**config.mk**
```make
export PLATFORM = sky130hd
export DESIGN_NAME = hazard_fwd_ctrl
export DESIGN_NICKNAME = d
export VERILOG_FILES = /design/src/rtl/hazard_pkg.sv /design/src/rtl/hazard_fwd_ctrl_fwd_unit.sv /design/src/rtl/hazard_fwd_ctrl.sv
export SDC_FILE = /design/constraint.sdc
export NUM_CORES = 1
export LEC_CHECK = 0
export BUFFER_PORTS_ARGS = -buffer_cell sky130_fd_sc_hd__buf_2
export CAP_MARGIN = 5
export CORE_MARGIN = 1
export CORE_UTILIZATION = 38
export CTS_CLUSTER_SIZE = 20
export DETAILED_ROUTE_END_ITERATION = 6
export MAX_ROUTING_LAYER = met4
export PLACE_DENSITY_LB_ADDON = 0.15
export SETUP_SLACK_MARGIN = 0.05
export SLEW_MARGIN = 25
export SYNTH_ARGS = -nofsm -noshare
export SYNTH_HDL_FRONTEND = slang
export SYNTH_HIERARCHICAL = 1
export SYNTH_SLANG_ARGS = --single-unit
export TNS_END_PERCENT = 10
```
**constraint.sdc**
```tcl
create_clock -name i_clk -period 2.6 [get_ports i_clk]
set_clock_uncertainty 0.1 [all_clocks]
set_input_delay 0.13 -clock i_clk [delete_from_list [all_inputs] [get_ports i_clk]]
set_output_delay 0.13 -clock i_clk [all_outputs]
set_load 0.005 [all_outputs]
```
**src/rtl/hazard_pkg.sv**
```systemverilog
// hazard_pkg: shared types and constants for the hazard/forwarding controller.
package hazard_pkg;

    typedef enum logic [1:0] {
        FWD_RF = 2'b00,
        FWD_EX = 2'b01,
        FWD_MA = 2'b10,
        FWD_WB = 2'b11
    } fwd_sel_e;

    typedef enum logic [1:0] {
        RUN      = 2'b00,
        FLUSH    = 2'b01,
        MEM_WAIT = 2'b10
    } hz_state_e;

    localparam int REG_ZERO = 0;

endpackage

```
**src/rtl/hazard_fwd_ctrl_fwd_unit.sv**
```systemverilog
// fwd_unit: per-operand forwarding select and interlock request.
module fwd_unit
    import hazard_pkg::*;
#(
    parameter int REG_ADDR_W = 5,
    parameter bit FWD_EN     = 1'b1
) (
    input  logic [REG_ADDR_W-1:0] src,
    input  logic [REG_ADDR_W-1:0] ex_dest,
    input  logic [REG_ADDR_W-1:0] ma_dest,
    input  logic [REG_ADDR_W-1:0] wb_dest,
    input  logic                  ex_wr,
    input  logic                  ma_wr,
    input  logic                  wb_wr,
    input  logic                  ex_mem_rd,
    output fwd_sel_e              sel,
    output logic                  raw
);

    logic nz, hit_ex, hit_ma, hit_wb;

    assign nz     = src != REG_ADDR_W'(REG_ZERO);
    assign hit_ex = nz && ex_wr && ex_dest == src;
    assign hit_ma = nz && ma_wr && ma_dest == src;
    assign hit_wb = nz && wb_wr && wb_dest == src;

    // A load in EX has no data yet, so the EX path is skipped for it.
    assign sel = !FWD_EN              ? FWD_RF :
                 hit_ex && !ex_mem_rd ? FWD_EX :
                 hit_ma               ? FWD_MA :
                 hit_wb               ? FWD_WB : FWD_RF;

    assign raw = FWD_EN ? hit_ex && ex_mem_rd : hit_ex || hit_ma || hit_wb;

endmodule

```
**src/rtl/hazard_fwd_ctrl.sv**
```systemverilog
// hazard_fwd_ctrl: pipeline enables, flushes and EX operand forwarding selects
// for the 5-stage core, with branch penalty and data-wait handling.
module hazard_fwd_ctrl
    import hazard_pkg::*;
#(
    parameter int REG_ADDR_W     = 5,
    parameter bit FWD_EN         = 1'b1,
    parameter int BRANCH_PENALTY = 2,
    parameter int CNT_W          = 32
) (
    input  logic                  i_clk,
    input  logic                  i_rst_n,
    input  logic                  i_instr_ready,
    input  logic                  i_data_ready,
    input  logic [REG_ADDR_W-1:0] i_id_reg_src1,
    input  logic [REG_ADDR_W-1:0] i_id_reg_src2,
    input  logic [REG_ADDR_W-1:0] i_ex_reg_dest,
    input  logic [REG_ADDR_W-1:0] i_ma_reg_dest,
    input  logic [REG_ADDR_W-1:0] i_wb_reg_dest,
    input  logic                  i_ex_reg_wr,
    input  logic                  i_ma_reg_wr,
    input  logic                  i_wb_reg_wr,
    input  logic                  i_ex_mem_rd,
    input  logic                  i_ex_branch_taken,
    output logic                  o_if_clk_en,
    output logic                  o_id_clk_en,
    output logic                  o_ex_clk_en,
    output logic                  o_ma_clk_en,
    output logic                  o_id_flush,
    output logic                  o_ex_flush,
    output logic [1:0]            o_fwd_src1,
    output logic [1:0]            o_fwd_src2,
    output logic [CNT_W-1:0]      o_stall_cnt
);

    localparam logic [2:0] PEN_M1 = 3'(BRANCH_PENALTY - 1);

    hz_state_e  state, state_nx;
    fwd_sel_e   sel1, sel2;
    logic       raw1, raw2, pend, pend_nx;
    logic [2:0] fcnt, fcnt_nx;
    logic       if_en, id_en, ex_en, ma_en, id_fl, ex_fl;

    fwd_unit #(.REG_ADDR_W(REG_ADDR_W), .FWD_EN(FWD_EN)) u_fwd1 (
        .src(i_id_reg_src1), .ex_dest(i_ex_reg_dest), .ma_dest(i_ma_reg_dest),
        .wb_dest(i_wb_reg_dest), .ex_wr(i_ex_reg_wr), .ma_wr(i_ma_reg_wr),
        .wb_wr(i_wb_reg_wr), .ex_mem_rd(i_ex_mem_rd), .sel(sel1), .raw(raw1)
    );

    fwd_unit #(.REG_ADDR_W(REG_ADDR_W), .FWD_EN(FWD_EN)) u_fwd2 (
        .src(i_id_reg_src2), .ex_dest(i_ex_reg_dest), .ma_dest(i_ma_reg_dest),
        .wb_dest(i_wb_reg_dest), .ex_wr(i_ex_reg_wr), .ma_wr(i_ma_reg_wr),
        .wb_wr(i_wb_reg_wr), .ex_mem_rd(i_ex_mem_rd), .sel(sel2), .raw(raw2)
    );

    always_ff @(posedge i_clk) begin
        if (!i_rst_n) begin
            state       <= RUN;
            pend        <= 1'b0;
            fcnt        <= '0;
            o_stall_cnt <= '0;
        end else begin
            state <= state_nx;
            pend  <= pend_nx;
            fcnt  <= fcnt_nx;
            if (!if_en && !(&o_stall_cnt))
                o_stall_cnt <= o_stall_cnt + 1'b1;
        end
    end

    always_comb begin
        state_nx = state;
        pend_nx  = pend;
        fcnt_nx  = fcnt;
        if_en    = 1'b1;
        id_en    = 1'b1;
        ex_en    = 1'b1;
        ma_en    = 1'b1;
        id_fl    = 1'b0;
        ex_fl    = 1'b0;
        if (!i_data_ready) begin
            {if_en, id_en, ex_en, ma_en} = 4'b0000;
            pend_nx  = pend || i_ex_branch_taken;
            state_nx = MEM_WAIT;
        end else if (i_ex_branch_taken || pend) begin
            id_fl    = 1'b1;
            ex_fl    = 1'b1;
            pend_nx  = 1'b0;
            fcnt_nx  = PEN_M1;
            state_nx = BRANCH_PENALTY > 1 ? FLUSH : RUN;
        // A flush frozen by a data wait resumes straight out of MEM_WAIT.
        end else if (state != RUN && fcnt != 3'd0) begin
            id_fl    = 1'b1;
            fcnt_nx  = fcnt - 3'd1;
            state_nx = fcnt == 3'd1 ? RUN : FLUSH;
        end else begin
            if_en    = i_instr_ready && !raw1 && !raw2;
            id_en    = if_en;
            ex_fl    = !if_en;
            state_nx = RUN;
        end
    end

    assign o_if_clk_en = !i_rst_n || if_en;
    assign o_id_clk_en = !i_rst_n || id_en;
    assign o_ex_clk_en = !i_rst_n || ex_en;
    assign o_ma_clk_en = !i_rst_n || ma_en;
    assign o_id_flush  = i_rst_n && id_fl;
    assign o_ex_flush  = i_rst_n && ex_fl;
    assign o_fwd_src1  = i_rst_n ? sel1 : FWD_RF;
    assign o_fwd_src2  = i_rst_n ? sel2 : FWD_RF;

endmodule

```
==> flow_summary.html <==
<table>
<tr><th>Metric</th><th>Value</th></tr>
<tr><th colspan="2">Synthesis</th></tr>
<tr><td>Cell type with the largest total area after synthesis</td><td>dfxtp_1</td></tr>
<tr><td>Share of synthesized area occupied by flip-flops and latches</td><td>0.296</td></tr>
<tr><td>Post-synthesis adder-cell area fraction</td><td>0.0195</td></tr>
<tr><td>Netlist cell types</td><td>55</td></tr>
<tr><td>Post-Syn Area</td><td>2570 um2</td></tr>
<tr><td>Gate count after technology mapping</td><td>309</td></tr>
<tr><td>Synthesized netlist net count</td><td>347</td></tr>
<tr><td>Cell types with the largest area share after synthesis</td><td>dfxtp_1 30%, xnor2_1 9.5%, a21oi_1 4.5%, nand2_1 4.4%, nand4_1 4.1%</td></tr>
<tr><td>Synth warnings</td><td>6</td></tr>
<tr><td>Fraction of synthesized area in multiplexers</td><td>0.0312</td></tr>
<tr><td>Compound-gate portion of the synthesized area</td><td>0.153</td></tr>
<tr><td>Ys flop type</td><td>dfxtp_1</td></tr>
<tr><td>Number of synthesized flops with an enable pin</td><td>0</td></tr>
<tr><td>Dominant combinational cell family by area after synthesis</td><td>simple AND/OR/NAND/NOR gates</td></tr>
<tr><td>Cell types with the highest counts after synthesis</td><td>38 x dfxtp_1, 30 x nand2_1, 28 x xnor2_1, 23 x a21oi_1, 17 x nand4_1</td></tr>
<tr><td>Most common cell in the synthesized netlist</td><td>dfxtp_1</td></tr>
<tr><td>Xor/xnor share of the synthesized area</td><td>0.113</td></tr>
<tr><td>Share of the synthesized area in the top cell type</td><td>0.296</td></tr>
<tr><td>Simple-Gate Fraction of Synth Area</td><td>0.335</td></tr>
<tr><td>Number of synthesized register bits</td><td>38</td></tr>
<tr><td>Share of flip-flops with an asynchronous set or reset</td><td>0</td></tr>
<tr><td>Post-Synthesis Mean Instance Area</td><td>8.31 um2</td></tr>
<tr><th colspan="2">Drt</th></tr>
<tr><td>TritonRoute pass-1 iters</td><td>6</td></tr>
<tr><td>Total routed wirelength</td><td>6.30 mm</td></tr>
<tr><td>Remaining antenna violation count</td><td>0</td></tr>
<tr><td>Via density</td><td>roughly 5.4</td></tr>
<tr><td>Vias</td><td>2501</td></tr>
<tr><td>Count of unresolved DRC violations after routing</td><td>8</td></tr>
<tr><td>DRC marker count from the first detailed-route iteration</td><td>106</td></tr>
<tr><td>Routed wire per std cell</td><td>13.7 um</td></tr>
<tr><th colspan="2">Floorplanning</th></tr>
<tr><td>Initial standard-cell utilization of the core</td><td>0.400</td></tr>
<tr><td>Die span in x</td><td>about 84 um</td></tr>
<tr><td>Die height</td><td>84.2 um</td></tr>
<tr><td>Area of the die</td><td>between 7000 and 8000 um2</td></tr>
<tr><td>Standard-cell rows</td><td>29</td></tr>
<tr><td>Core region area</td><td>6420 um2</td></tr>
<tr><td>Count of pins on the block boundary</td><td>76</td></tr>
<tr><th colspan="2">Clocking</th></tr>
<tr><td>Number of sinks on the clock net</td><td>38</td></tr>
<tr><td>Root buffer cell</td><td>clkbuf_8</td></tr>
<tr><td>CTS tree</td><td>done</td></tr>
<tr><td>Cells resized by post-CTS repair</td><td>0</td></tr>
<tr><td>Clock latency on the worst-skew pair</td><td>~0.28 ns</td></tr>
<tr><td>Postcts setup bufs</td><td>0</td></tr>
<tr><td>Clock buffers created by TritonCTS</td><td>5</td></tr>
<tr><td>Maximum root-to-sink buffer count</td><td>2</td></tr>
<tr><td>Post-cts hold buffer count</td><td>0</td></tr>
<tr><td>Clock slew at the register clock pins of the worst setup and hold paths</td><td>0.07 ns</td></tr>
<tr><td>Count of H-tree levels built during CTS</td><td>2</td></tr>
<tr><th colspan="2">STA</th></tr>
<tr><td>Unrepaired setup endpoints after global routing</td><td>false</td></tr>
<tr><td>Actual slew at the worst max-slew pin</td><td>0.473 ns</td></tr>
<tr><td>Final setup violation count</td><td>0</td></tr>
<tr><td>Worst slew margin</td><td>0.684</td></tr>
<tr><td>Minimum clock period</td><td>2.24 ns</td></tr>
<tr><td>Worst-case hold slack</td><td>0.0324 ns</td></tr>
<tr><td>Ratio of final minimum period to clock period</td><td>0.861</td></tr>
<tr><td>Max frequency</td><td>roughly 450 MHz</td></tr>
<tr><td>Final hold violation count</td><td>0</td></tr>
<tr><td>Sum of negative setup slack</td><td>0 ns</td></tr>
<tr><td>Total count of max-transition violations in the final report</td><td>0</td></tr>
<tr><th colspan="2">Layout</th></tr>
<tr><td>Area of the multi-input gates</td><td>1670 um2</td></tr>
<tr><td>Share of layout cells above drive strength 1</td><td>0.287</td></tr>
<tr><td>Count of filler cells inserted in the layout</td><td>about 670</td></tr>
<tr><td>Area growth from synthesis to layout</td><td>20.2%</td></tr>
<tr><td>Register area</td><td>761 um2</td></tr>
<tr><td>NumNets Final</td><td>422</td></tr>
<tr><td>Inserted Diodes</td><td>0</td></tr>
<tr><th colspan="2">Pwr</th></tr>
<tr><td>Leakage power of the design</td><td>~0.0012 uW</td></tr>
<tr><td>Power share of the combinational group</td><td>0.165</td></tr>
<tr><td>Peak supply drop</td><td>200 uV</td></tr>
<tr><td>Power consumption</td><td>1190 uW</td></tr>
<tr><td>Sw power</td><td>309 uW</td></tr>
<tr><td>Fraction of power spent switching nets</td><td>0.259</td></tr>
<tr><td>Share of power burned in registers</td><td>0.503</td></tr>
<tr><td>Power per unit of standard cell area</td><td>387 nW/um2</td></tr>
<tr><td>Internal power of the cells</td><td>~880 uW</td></tr>
<tr><td>Share of power burned in the clock network</td><td>0.332</td></tr>
<tr><th colspan="2">Setup path</th></tr>
<tr><td>Cell type with the highest occurrence count on the critical path</td><td>buf_2</td></tr>
<tr><td>Max stage delay on crit path</td><td>0.54 ns</td></tr>
<tr><td>Class of the most critical setup path</td><td>input pin to output pin</td></tr>
<tr><td>Series of cell instances along the critical path</td><td>buf_2, or4_1, nor2_2, nor4_1, or2b_2, o221a_2, o21ai_0, buf_2</td></tr>
<tr><td>CP startpoint kind</td><td>input pin</td></tr>
<tr><td>Worst-case register-to-register setup slack</td><td>about 0.41 ns</td></tr>
<tr><td>Count of buffering cells on the critical path with inverters included</td><td>2</td></tr>
<tr><td>Delay-heaviest family, CP</td><td>simple AND/OR/NAND/NOR gates</td></tr>
<tr><td>Nature of the critical path endpoint</td><td>output pin</td></tr>
<tr><td>Critical R2R Launch</td><td>fcnt[0]$_SDFFE_PN0P_</td></tr>
<tr><td>Data arrival at the endpoint of the critical path</td><td>2.01 ns</td></tr>
<tr><td>Critical register-to-register path endpoint</td><td>o_stall_cnt[23]$_SDFFE_PN0P_</td></tr>
<tr><td>Stages on worst setup path</td><td>8</td></tr>
<tr><td>Number of cells on the worst reg-to-reg path</td><td>8</td></tr>
<tr><td>Launching element of the worst setup path</td><td>i_id_reg_src2[1]</td></tr>
<tr><td>CP max stage cell</td><td>or4_1</td></tr>
<tr><td>Required time reported for the critical path endpoint</td><td>2.37 ns</td></tr>
<tr><td>Capture point of the critical path</td><td>o_if_clk_en</td></tr>
<tr><td>Maximum fanout encountered on the critical timing path</td><td>4</td></tr>
<tr><th colspan="2">Min path</th></tr>
<tr><td>Classification of the worst-slack hold path</td><td>input pin to register</td></tr>
<tr><td>WHS Path Cells</td><td>3</td></tr>
<tr><th colspan="2">GRT</th></tr>
<tr><td>Largest net degree at the start of global routing</td><td>44</td></tr>
<tr><td>Total gr overflow</td><td>0</td></tr>
<tr><td>Gr usage total</td><td>0.184</td></tr>
<tr><td>Vias in the first global route</td><td>around 2200</td></tr>
<tr><td>Global-route wire length before repair</td><td>10.3 mm</td></tr>
<tr><td>Antenna violations before repair</td><td>0</td></tr>
<tr><th colspan="2">Placed design</th></tr>
<tr><td>Sum of net half-perimeters after detailed placement</td><td>4.72 mm</td></tr>
<tr><td>Placer's final routability congestion estimate</td><td>0.772</td></tr>
<tr><td>IO buf count</td><td>75</td></tr>
<tr><th colspan="2">Job</th></tr>
<tr><td>Number of violations of the max-capacitance limit</td><td>0</td></tr>
<tr><th colspan="2">Status</th></tr>
<tr><td>Run status</td><td>finished, violations left</td></tr>
<tr><td>Violations in the final reports</td><td>design-rule violations</td></tr>
</table>
power groups by stage:
stage               Clock [uW]  Sequential [uW]  Combinational (uW)
global placement             0              614                 196
CTS                        416              601                 199
detailed placement           0              614                 198
floorplan                    0              613                 128
finish                     397              601                 196
global route               437              602                 220
stage by stage:
stage	area (um2)	setup WS [ns]	instances	utilization
after floorplan	2570	0.306	309	-
after CTS	3090	0.358	460	0.481
after global placement	3000	0.227	454	0.468
after global routing	3090	0.186	460	0.481
after detailed placement	3000	0.178	454	0.468
final	3090	0.360	460	0.481
flip-flops by register name, summed over array words and instances, names as in the netlist:
register     count
pend             1
state            2
fcnt             3
o_stall_cnt     32
worst reg2reg max path, delay by kind of cell (launching register included):
kind | cells | cell delay, ns
flip-flops | 1 | 0.33
AND/OR/NAND/NOR | 2 | 0.69
AO/OA/AOI/OAI | 3 | 0.58
adder cells (fa/ha/maj) | 1 | 0.16
buffers and inverters | 2 | 0.26
worst min path at each step:
stage                                 start                end  slack [ns]
final                     i_ex_branch_taken  pend$_SDFFE_PN0P_        0.03
after global routing      i_ex_branch_taken  pend$_SDFFE_PN0P_        0.05
after CTS                 i_ex_branch_taken  pend$_SDFFE_PN0P_        0.03
after detailed placement  i_ex_branch_taken  pend$_SDFFE_PN0P_        0.34
after global placement    i_ex_branch_taken  pend$_SDFFE_PN0P_        0.32
after floorplan           i_ex_branch_taken  pend$_SDFFE_PN0P_        0.18
logic make-up after synthesis:
logic type	Yosys count
and+or+nand+nor	141
buffers and inverters	24
muxes	8
xor gates and xnor gates	33
adders and majority gates	4
DFF	38
AOI/OAI and AO/OA	61
cells in the final DEF, fill, tap and decap left out, types with 2 or more instances in the layout:
| master | count |
|---|---|
| buf_4 | 5 |
| or4_1 | 11 |
| ha_1 | 4 |
| nand4_2 | 2 |
| o31a_1 | 2 |
| o31ai_1 | 6 |
| xnor2_1 | 28 |
| o21ai_1 | 10 |
| a21oi_1 | 23 |
| nand2b_1 | 4 |
| o21ai_0 | 7 |
| mux2i_1 | 8 |
| nor3_1 | 7 |
| or3_1 | 13 |
| a21boi_2 | 2 |
| nor2_2 | 2 |
| xor2_1 | 5 |
| and3_1 | 2 |
| nor4_1 | 8 |
| nand2_1 | 30 |
| nand4_1 | 17 |
| nand3_1 | 11 |
| nor2_1 | 10 |
| and2_1 | 6 |
| clkbuf_8 | 6 |
| nor4_2 | 2 |
| dfxtp_1 | 38 |
| o21a_1 | 4 |
| or4_4 | 2 |
| buf_2 | 75 |
| inv_1 | 10 |
layer usage:
metal / track usage / up-vias / wire [um]
li1: - / 1288 / -
met1: 0.266 / 1152 / 3230
met2: 0.268 / 57 / 2780
met3: 0.0305 / 4 / 256
met4: 0.0376 / 0 / 24
met5: - / - / 0
area by class of cell:
type,instances,share of cell area
clock buffer,6,0.0268
inverter,11,0.0134
multi-input combinational,247,0.542
sequential,38,0.246
tap,77,0.0312
timing repair buffer,81,0.140
Power figures use the tool's default switching activity.
